### config.mk
export PLATFORM = sky130hd
export DESIGN_NAME = sumador_acumulador_sat
export DESIGN_NICKNAME = d
export VERILOG_FILES = /design/src/rtl/sumador_pkg.sv /design/src/rtl/sumador_sat_add.sv /design/src/rtl/sumador_acumulador_sat.sv
export SDC_FILE = /design/constraint.sdc
export NUM_CORES = 1
export LEC_CHECK = 0
export BUFFER_PORTS_ARGS = -buffer_cell sky130_fd_sc_hd__buf_2
export CORE_MARGIN = 1
export CORE_UTILIZATION = 49
export CTS_BUF_LIST = sky130_fd_sc_hd__clkbuf_8
export CTS_CLUSTER_DIAMETER = 200
export CTS_CLUSTER_SIZE = 14
export DETAILED_ROUTE_END_ITERATION = 6
export PLACE_DENSITY = 0.82
export SLEW_MARGIN = 0
export SYNTH_ARGS = -nofsm -noshare
export SYNTH_HDL_FRONTEND = slang
export SYNTH_SLANG_ARGS = --single-unit
### constraint.sdc
create_clock -name clk -period 12.7 [get_ports clk]
set_clock_uncertainty 0.1 [all_clocks]
set_input_delay 3.81 -clock clk [delete_from_list [all_inputs] [get_ports clk]]
set_output_delay 3.81 -clock clk [all_outputs]
set_load 0.01 [all_outputs]
### src/rtl/sumador_pkg.sv
// Shared definitions for the saturating accumulator family: FSM encoding and default sizes.
package sumador_pkg;

    localparam int N_DEF     = 24;
    localparam int TERMS_DEF = 5;

    typedef enum logic [1:0] {
        IDLE = 2'd0,
        ACUM = 2'd1,
        DONE = 2'd2
    } state_t;

endpackage

### src/rtl/sumador_sat_add.sv
// Combinational 2N-bit signed add that clamps to the representable range and flags the clamp.
module sumador_sat_add
    import sumador_pkg::*;
#(
    parameter int N = N_DEF
) (
    input  logic [2*N-1:0] a,
    input  logic [2*N-1:0] b,
    output logic [2*N-1:0] sum,
    output logic           sat
);

    localparam logic [2*N-1:0] SAT_MAX = {1'b0, {(2*N-1){1'b1}}};
    localparam logic [2*N-1:0] SAT_MIN = {1'b1, {(2*N-1){1'b0}}};

    logic [2*N:0] wide;

    assign wide = {a[2*N-1], a} + {b[2*N-1], b};

    // Overflow shows as disagreement between the extra sign bit and the 2N-bit sign bit.
    always_comb begin
        sat = wide[2*N] ^ wide[2*N-1];
        sum = wide[2*N-1:0];
        if (sat) begin
            sum = wide[2*N] ? SAT_MIN : SAT_MAX;
        end
    end

endmodule

### src/rtl/sumador_acumulador_sat.sv
// Sequential saturating accumulator: offset load on start, TERMS products over valid/ready.
// Optional sticky overflow flag enabled by defining SUMADOR_OVF_FLAG_EN.
module sumador_acumulador_sat
    import sumador_pkg::*;
#(
    parameter int N     = N_DEF,
    parameter int TERMS = TERMS_DEF
) (
    input  logic           clk,
    input  logic           rst,
    input  logic           start,
    input  logic [2*N-1:0] Sum_ext,
    input  logic           in_valid,
    output logic           in_ready,
    input  logic [2*N-1:0] Multiplica,
    output logic [2*N-1:0] Suma_G,
    output logic           out_valid,
    output logic           ovf,
    output logic [1:0]     state_dbg
);

    localparam int CW = $clog2(TERMS + 1);
    localparam logic [CW-1:0] LAST = CW'(TERMS - 1);

    state_t         state, state_nxt;
    logic [CW-1:0]  cnt;
    logic [2*N-1:0] acc;
    logic [2*N-1:0] add_sum;
    logic           add_sat;
    logic           accept;
    logic           last_accept;

    sumador_sat_add #(.N(N)) u_sat_add (
        .a   (acc),
        .b   (Multiplica),
        .sum (add_sum),
        .sat (add_sat)
    );

    // Handshake: a product transfers on a rising edge where in_valid && in_ready, with
    // in_ready high only in ACUM; a start in the same cycle takes priority and drops it.
    assign in_ready    = (state == ACUM);
    assign accept      = in_valid && in_ready && !start;
    assign last_accept = accept && (cnt == LAST);
    assign out_valid   = (state == DONE);
    assign state_dbg   = state;

    always_comb begin
        state_nxt = state;
        case (state)
            IDLE:    if (start) state_nxt = ACUM;
            ACUM:    if (last_accept) state_nxt = DONE;
            DONE:    state_nxt = IDLE;
            default: state_nxt = IDLE;
        endcase
    end

    always_ff @(posedge clk) begin
        if (rst) begin
            state  <= IDLE;
            acc    <= '0;
            cnt    <= '0;
            Suma_G <= '0;
        end else begin
            state <= state_nxt;
            if (start && state != DONE) begin
                acc <= Sum_ext;
                cnt <= '0;
            end else if (accept) begin
                acc <= add_sum;
                cnt <= cnt + CW'(1);
            end
            // Result is captured with the final add so it is valid while out_valid is high.
            if (last_accept) begin
                Suma_G <= add_sum;
            end
        end
    end

`ifdef SUMADOR_OVF_FLAG_EN
    logic ovf_q;

    always_ff @(posedge clk) begin
        if (rst) begin
            ovf_q <= 1'b0;
        end else if (start && state != DONE) begin
            ovf_q <= 1'b0;
        end else if (accept && add_sat) begin
            ovf_q <= 1'b1;
        end
    end

    assign ovf = ovf_q;
`else
    logic unused_add_sat;
    assign unused_add_sat = add_sat;
    assign ovf            = 1'b0;
`endif

endmodule
==> reports/qor.txt <==
status - finished, final reports clean
Worst setup EP type - register
worst hold path type - reg -> reg
drt first-iter violations - 530
Die Width - 118.2 um
CP Data Required Time - 12.94 ns
routed len/inst - 18.29 um
Final Hold Fails - 0
GP Congestion - 0.9351
GRT Util Overall - 30.48%
Ys Warns - 0
DP HPWL - 15690 um
# rows - 42
VDD IR max - 0.06464 mV
leading area contributor after synthesis - dfxtp_1
I/O pin count - 153
Unique masters post-synth - 66
CP arrival - 7.62 ns
initial core utilization - 50.18%
Pwr Density - 107.1 mW/mm2
mapped cell area - 0.006619 mm2
n_diodes - 0
Worst Max-Slew Pin Slew - 0.9134 ns
final setup violation count - 0
CTS tree - built
vias per cell - 6.042
worst-skew pair later-pin latency - 0.41 ns
FFs w/ async S/R, synth - 0%
fillers - 1237
most common cell after layout, fill and taps aside - buf_2
TritonRoute pass-1 iters - 7
Core Region - 0.01319 mm2
Port Buf Inserts - 151
final hold slack - 0.3560 ns
first-pass GRT wire length - 33670 um
largest cells by area after synthesis - dfxtp_1 (31%), ha_1 (9.5%), a21oi_1 (6.5%)
antenna violations before repair - 0
final max-slew violation count - 0
Seq cells post-synth - 101
Setup CP Type - in -> reg
Synth Flop Type - dfxtp_1
Worst-path clk slew - 0.11 ns
Post-CTS Setup Inserts - 0
die height - 118.2 um
share of layout cells above drive strength 1 - 19.06%
syn nets - 999
H-tree Lvls - 3
Layout area overhead - 15.84%
Register-to-Register Setup Slack - 8.45 ns
Pleak - 0.003433 uW
largest net degree at the start of global routing - 67
post-cts hold buffer count - 0
Die ar. - 0.01398 mm2
Slew headroom - 39.11%
CTS root buffer - clkbuf_8
most frequent cells in the layout - buf_2 (151), nand2_1 (109), dfxtp_1 (101), a21oi_1 (86), nor2_1 (68)
sequential share of the synthesized area - 30.55%
grt total ovfl - 0
min cycle time layout - 7.380 ns
setup tns final - 0 ns
Final nets - 1122
post_cts resized - 0
# DRC - 0
Routed Wire Length - 21080 um
DR vias - 6960
final critical-path share of the clock period - 58.11%
Max-Cap Viols - 0
vias in the first global route - 6440
Startpoint Class - input port
clk sinks - 101
FMAX - 135.5 MHz
top-area cell type share of the netlist area - 30.55%
Max Root-Sink Buffers - 2
unrepaired setup endpoints after global routing - no
post-route ant nets - 0
number of synthesized flops with an enable pin - 0
CTS buffer count - 9
Syn Inst Count - 848
Syn Area/Cell - 7.805 um2
Crit Path Max Fanout - 24
[state kept, by name, summed over array words and instances, names as in the netlist]
signal and cells:
cnt 3, acc 48, Suma_G 48, state_dbg 2
[report_power, final]
| part | switching (uW) | internal, uW |
|---|---|---|
| Clock | 133 | 75.8 |
| Sequential | 7.30 | 328 |
| Combinational | 173 | 103 |
| Total | 314 | 508 |
[cell usage after synthesis, types with 4 or more instances]
master	instances
nand2_1	109
dfxtp_1	101
a21oi_1	86
nor2_1	70
o21ai_0	58
ha_1	50
a22oi_1	46
clkbuf_1	36
nor3_1	24
xnor2_1	22
o22ai_1	21
xor2_1	21
a21o_1	17
a22o_1	16
inv_1	14
and2_1	9
o21ai_1	9
buf_2	8
nand4_1	8
o21bai_1	8
nand2b_1	7
nor2b_1	7
o211ai_1	7
a21boi_0	6
and3_1	6
nand3_1	6
o21a_1	6
nor4_1	5
or3_1	5
a211o_1	4
maj3_1	4
[stage by stage]
| stage | setup slack, ns | instance area, um2 | power [uW] | util, % | cells |
|---|---|---|---|---|---|
| after CTS | 5.376 | 7667 | 818.3 | 58.13 | 1152 |
| final | 5.320 | 7667 | 821.1 | 58.13 | 1152 |
| after floorplan | 5.951 | 6619 | 536.0 | - | 848 |
| after global routing | 5.035 | 7667 | 866.0 | 58.13 | 1152 |
| after global placement | 5.105 | 7482 | 610.9 | 56.73 | 1136 |
| after detailed placement | 4.950 | 7482 | 612.1 | 56.73 | 1136 |
[cell type report]
class / instances / area, um2 / area share (%)
Sequential cell: 101 / 2022 / 26.37
Clock buffer: 9 / 123.9 / 1.616
Inverter: 14 / 52.55 / 0.6854
Timing Repair Buffer: 159 / 815.8 / 10.64
Tap cell: 176 / 220.2 / 2.872
Multi-Input combinational cell: 686 / 4372 / 57.02
Clock inverter: 7 / 61.31 / 0.7996
[final timing paths]
| check | start | cells after the start | endpoint |
|---|---|---|---|
| worst max-delay path | Multiplica[0] | 15 | acc[7]$_SDFFE_PP0P_ |
| worst min-delay path | Suma_G[0]$_SDFFE_PP0P_ | 2 | Suma_G[0]$_SDFFE_PP0P_ |
| worst max register to register | acc[0]$_SDFFE_PP0P_ | 14 | acc[7]$_SDFFE_PP0P_ |
| worst min register to register | Suma_G[0]$_SDFFE_PP0P_ | 2 | Suma_G[0]$_SDFFE_PP0P_ |
[kinds of logic (layout without fill, tap and decap cells)]
kind of cell | Yosys count | after routing | synth area share (%)
and+or+nand+nor | 267 | 267 | 18.28
AOI/OAI and AO/OA | 319 | 319 | 31.25
muxes | 1 | 1 | 0.1512
other | 1 | 1 | 0.05666
DFF | 101 | 101 | 30.55
buffers and inverters | 61 | 189 | 3.667
xor gates and xnor gates | 43 | 43 | 5.690
adders and majority gates | 55 | 55 | 10.36
[critical path, stage by stage]
cell and delay, ns:
buf_2 0.08, ha_1 0.18, inv_1 0.06, fa_1 0.37
nand2b_1 0.20, a21o_1 0.18, a31o_1 0.23, a2111oi_2 0.47
o21ai_0 0.20, a31oi_2 0.41, and2_1 0.63, buf_4 0.39
a21oi_1 0.06, nand2b_1 0.15, a21oi_1 0.17
[per-layer routing]
layer / track usage, % / up-vias / share of wire [%]
met5: 0 / - / 0
met2: 48.01 / 340 / 44
met1: 40.84 / 3216 / 45
met3: 6.226 / 42 / 7.8
li1: - / 3362 / -
met4: 11.62 / 0 / 2.8
No activity file was read; power rests on OpenSTA's default activity.
